## src/rtl/miriscv_int_ctrl.sv

```systemverilog
// Interrupt controller for the miriscv core. It masks the request vector with mie,
// grants one source (fixed or round-robin priority) and returns a one-hot completion on mret.
module miriscv_int_ctrl #(
    parameter int SOURCES     = 32,
    parameter int ROUND_ROBIN = 0
) (
    input  logic        clk_i,
    input  logic        rst_n_i,
    input  logic [31:0] int_req_i,
    input  logic [31:0] mie_i,
    input  logic        int_rst_i,
    output logic        int_o,
    output logic [31:0] mcause_o,
    output logic [31:0] int_fin_o
);

    localparam logic [31:0] VALID_MASK = (SOURCES >= 32) ? 32'hFFFF_FFFF
                                                         : ((32'h1 << SOURCES) - 32'h1);
    localparam logic [5:0]  SRC_COUNT  = 6'(SOURCES);
    localparam logic [4:0]  LAST_IDX   = 5'(SOURCES - 1);

    typedef enum logic [1:0] {
        IDLE,
        ACTIVE,
        FINISH
    } state_e;

    state_e      state_q;
    logic        int_q;
    logic [31:0] mcause_q;
    logic [31:0] fin_q;
    logic [4:0]  idx_q;
    logic [4:0]  rr_ptr_q;
    logic [4:0]  rr_ptr_d;

    logic [31:0] pend;
    logic [4:0]  search_start;
    logic [5:0]  cand;
    logic        sel_valid;
    logic [4:0]  sel_idx;

    assign pend         = int_req_i & mie_i & VALID_MASK;
    assign search_start = (ROUND_ROBIN != 0) ? rr_ptr_q : 5'd0;
    assign rr_ptr_d     = (idx_q == LAST_IDX) ? 5'd0 : idx_q + 5'd1;

    // Scan SOURCES positions starting at search_start, wrapping; first pending one wins.
    always_comb begin
        sel_valid = 1'b0;
        sel_idx   = 5'd0;
        cand      = 6'd0;
        for (int k = 0; k < SOURCES; k++) begin
            cand = {1'b0, search_start} + 6'(k);
            if (cand >= SRC_COUNT) begin
                cand = cand - SRC_COUNT;
            end
            if (!sel_valid && pend[cand[4:0]]) begin
                sel_valid = 1'b1;
                sel_idx   = cand[4:0];
            end
        end
    end

    always_ff @(posedge clk_i or negedge rst_n_i) begin
        if (!rst_n_i) begin
            state_q  <= IDLE;
            int_q    <= 1'b0;
            mcause_q <= 32'h0;
            fin_q    <= 32'h0;
            idx_q    <= 5'd0;
            rr_ptr_q <= 5'd0;
        end else begin
            case (state_q)
                IDLE: begin
                    if (sel_valid) begin
                        idx_q    <= sel_idx;
                        mcause_q <= {1'b1, 26'b0, sel_idx};
                        int_q    <= 1'b1;
                        state_q  <= ACTIVE;
                    end
                end
                ACTIVE: begin
                    // The grant is owned until mret, even if the request or enable drops.
                    if (int_rst_i) begin
                        int_q   <= 1'b0;
                        fin_q   <= 32'h1 << idx_q;
                        state_q <= FINISH;
                        if (ROUND_ROBIN != 0) begin
                            rr_ptr_q <= rr_ptr_d;
                        end
                    end
                end
                FINISH: begin
                    fin_q   <= 32'h0;
                    state_q <= IDLE;
                end
                default: begin
                    state_q <= IDLE;
                end
            endcase
        end
    end

    assign int_o     = int_q;
    assign mcause_o  = mcause_q;
    assign int_fin_o = fin_q;

endmodule
```

## config.mk

```make
export PLATFORM = sky130hd
export DESIGN_NAME = miriscv_int_ctrl
export DESIGN_NICKNAME = d
export VERILOG_FILES = /design/src/rtl/miriscv_int_ctrl.sv
export SDC_FILE = /design/constraint.sdc
export NUM_CORES = 1
export LEC_CHECK = 0
export ABC_AREA = 1
export CORE_UTILIZATION = 30
export DETAILED_ROUTE_END_ITERATION = 10
export DONT_BUFFER_PORTS = 1
export PLACE_DENSITY = 0.44
export SLEW_MARGIN = 10
export SYNTH_ARGS = -nofsm -noshare
export SYNTH_HDL_FRONTEND = slang
export SYNTH_SLANG_ARGS = --single-unit
```

## constraint.sdc

```tcl
create_clock -name clk_i -period 1.7 [get_ports clk_i]
set_input_delay 0.17 -clock clk_i [delete_from_list [all_inputs] [get_ports clk_i]]
set_output_delay 0.17 -clock clk_i [all_outputs]
set_load 0.005 [all_outputs]
```

==> flow_summary.yaml <==
outcome:
  status: "complete, but fails checks"
  violations: "negative setup slack"
setup_path:
  crit_path_end_kind: "register"
  critical_path.slowest_cell: "nor3_4"
  reg2reg_to: "int_fin_o[2]"
  worstRegToRegCells: 4
  crit_required_ns: 1.88
  worstPathArrival_ns: 2.22
  cp_top_family: "simple AND/OR/NAND/NOR gates"
  regToRegSetupSlack_ns: 0.19
  crit_chain: "nand2_8 -> nand2_4 -> nor2_4 -> nand4_4 -> nor2_4 -> nand4_4 -> nor2_4 -> nand4_4 -> nor2_4 -> nand4_4 -> nor2_4 -> nand4_4 -> nor2_4 -> nand4_4 -> nor3_4 -> nand4_2 -> nand2_4 -> o31ai_1"
  critPathKind: "input pin to register"
  cp_max_fo: 8
  r2r-start: "state_q[1]"
  cp.depth: 18
  startpoint: "int_req_i[1]"
  cp-start-kind: "input pin"
  cp_num_buf_inv: 0
  endpoint: "state_q[0]"
  slowest_delay_ns: 0.20
timing:
  fin_ws_ns: -0.342
  fmax_ghz: 0.490
  slew_violations: 0
  min_period_ns: 2.04
  holdWs_ns: 0.00710
  rsz0062_at_grt: "true"
  final.period_utilization: 1.20
  setup_viol_count_final: 8
  hold_violations: 0
  fin_skew_ns: 0.00683
global_route:
  first_global_vias: 2181
  busiest_layer: "met2"
  grt.met2_usage: 0.246
  met1_usage: 0.192
  grt_max_degree: 42
  use_met3: 0.0340
  grt.overflow.total: 0
  grt_pass1_wl_um: 10400
  antenna_found_initial: 0
  gr-usage-all-layers: 0.147
logic_synthesis:
  avgSynthCellArea_um2: 7.91
  ys_warn_count: 0
  yosys-top-cells-area: "dfrtp_1 (39%), nand2_1 (8.8%), nand3_1 (7.6%)"
  ys_seq_area_frac: 0.389
  synth_area_mm2: 0.00264
  synth.distinct_cells: 30
  syn_inst: 333
  synth_top_area_frac: 0.389
  synth.ff_latch_count: 41
  synth.largest_area_cell: "dfrtp_1"
cts:
  root_buffer: "clkbuf_8"
  clock-sinks: 41
  cts_made_buffers: 5
  clk_latency_ns: 0.29
  tritoncts: "yes"
  path_clk_slew_ns: 0.07
  cts_htree_levels: 2
  clockBufferDepth: 2
power_and_ir_drop:
  leakagePower_uw: 0.00153
  ir_worst_vdd_uv: 362
  power-per-cell-area_mw_per_mm2: 909
layout:
  seq_area_mm2: 0.00103
  nets: 437
  fillers: 917
  instances_no_fill: 475
  drive_above_1_share: 0.203
  layout_common_cells: "nand2_1 (60), dfrtp_1 (41), buf_4 (41), nand3_1 (40), inv_1 (39)"
  area_delta_synth_final_pct: 18.4
  final_common_cell: "nand2_1"
  diodes: 0
  multi_input_area_mm2: 0.00138
die:
  die_w_um: 95.7
  core_mm2: 0.00834
  dieArea_mm2: 0.00916
  die_h_um: 95.7
  rows: 33
  start_util: 0.316
  ios: 132
routing:
  drc_errors: 0
  first_pass_iters: 4
  routed_wl_um: 6610
  wire_per_inst_um: 13.9
  first_iter_violations: 59
  ant_nets: 0
  vias_per_cell: 4.79
  num_vias: 2277
flow_run:
  drv_cap: 0
placed_design:
  dp.cells: 455
  gp_congestion: 0.753
  dp_slack_ns: -0.707
  numPortBuffers: 0
  post-dp-hpwl_um: 4880
min_path:
  hold_class: "input pin to register"
[flip-flops by register name, indices dropped and copies added (netlist names)]
signal,cells
state_q,2
mcause_o,2
idx_q,4
int_fin_o,32
int_o,1
[Yosys cell counts]
master / n
inv_1: 39
nand3b_1: 1
o21ai_0: 34
nand4_2: 4
nor3_1: 2
nor3_4: 1
conb_1: 1
a211oi_1: 1
or2_2: 1
a311oi_1: 1
nand4_1: 21
nand4_4: 3
nand3_1: 40
nor3b_1: 1
nor4_1: 3
nand2_2: 5
buf_4: 26
buf_1: 3
dfrtp_1: 41
o21ai_1: 1
buf_6: 4
clkinv_1: 1
nor2_1: 14
nor2_4: 6
nand2_1: 62
o31ai_1: 1
o41ai_1: 4
o2111ai_1: 5
o211ai_1: 1
clkbuf_1: 6
[where the power goes]
part / internal [uW] / leakage (uW) / switching, uW / total [uW]
Sequential: 1110 / 0.000554 / 140 / 1250
Clock: 321 / 0.0000433 / 335 / 656
Combinational: 283 / 0.000934 / 645 / 928
Total: 1720 / 0.00153 / 1120 / 2840
[how the worst min path moves through the flow]
stage,startpoint,end,slack [ns],cells after the start
2_1_floorplan,rst_n_i,idx_q[0],-0.13,0
3_3_place_gp,rst_n_i,int_fin_o[21],-0.12,0
3_5_place_dp,rst_n_i,int_fin_o[21],-0.12,0
4_1_cts,int_rst_i,state_q[1],0.008,2
5_1_grt,int_rst_i,state_q[1],0.01,2
6_report,int_rst_i,state_q[1],0.007,2
[worst reg2reg max path, stage by stage, from the launching register on]
cell	delay [ns]
dfrtp_1	0.42
nor3_2	0.26
clkinv_1	0.11
or2_2	0.42
o21ai_0	0.22
[layout make-up]
cell class,count,area share
flip-flops and latches,41,0.329
well taps,105,0.0421
inverters,40,0.0481
repair buffers,44,0.111
clock buffers,6,0.0265
clock inverters,1,0.00241
multi-input cells,238,0.441
[metal layers]
metal | wire length [um] | vias up
met4 | 51 | 0
met2 | 3180 | 66
met5 | 0 | -
li1 | - | 1150
met1 | 3010 | 1054
met3 | 366 | 7
[per-stage QoR]
stage,cell area (um2),util,power (uW),setup TNS [ns]
5_1_grt,3120,0.374,3050,-4.29
4_1_cts,3080,0.369,2860,-2.49
3_5_place_dp,2890,0.347,2150,-5.49
6_report,3120,0.374,2840,-2.63
3_3_place_gp,2890,0.347,2140,-4.90
2_1_floorplan,2800,-,1950,-4.52
[what timing repair did]
item                                   4_1_cts  5_1_grt
endpoints found under the hold margin       42        0
setup endpoints to repair                    8       16
gates resized for setup                      1        5
gates cloned                                 0        0
hold buffers                                 3        0
pin swaps                                    3        7
buffers inserted                             7        3
[kinds of logic (layout without fill, tap and decap cells)]
family | after synthesis | after routing | synth area share
simple gates | 164 | 164 | 0.340
flops | 41 | 41 | 0.389
compound gates | 48 | 48 | 0.108
buf+inv | 79 | 91 | 0.161
other cells | 1 | 26 | 0.00142
Note: power is estimated with default switching activity, not from simulation.
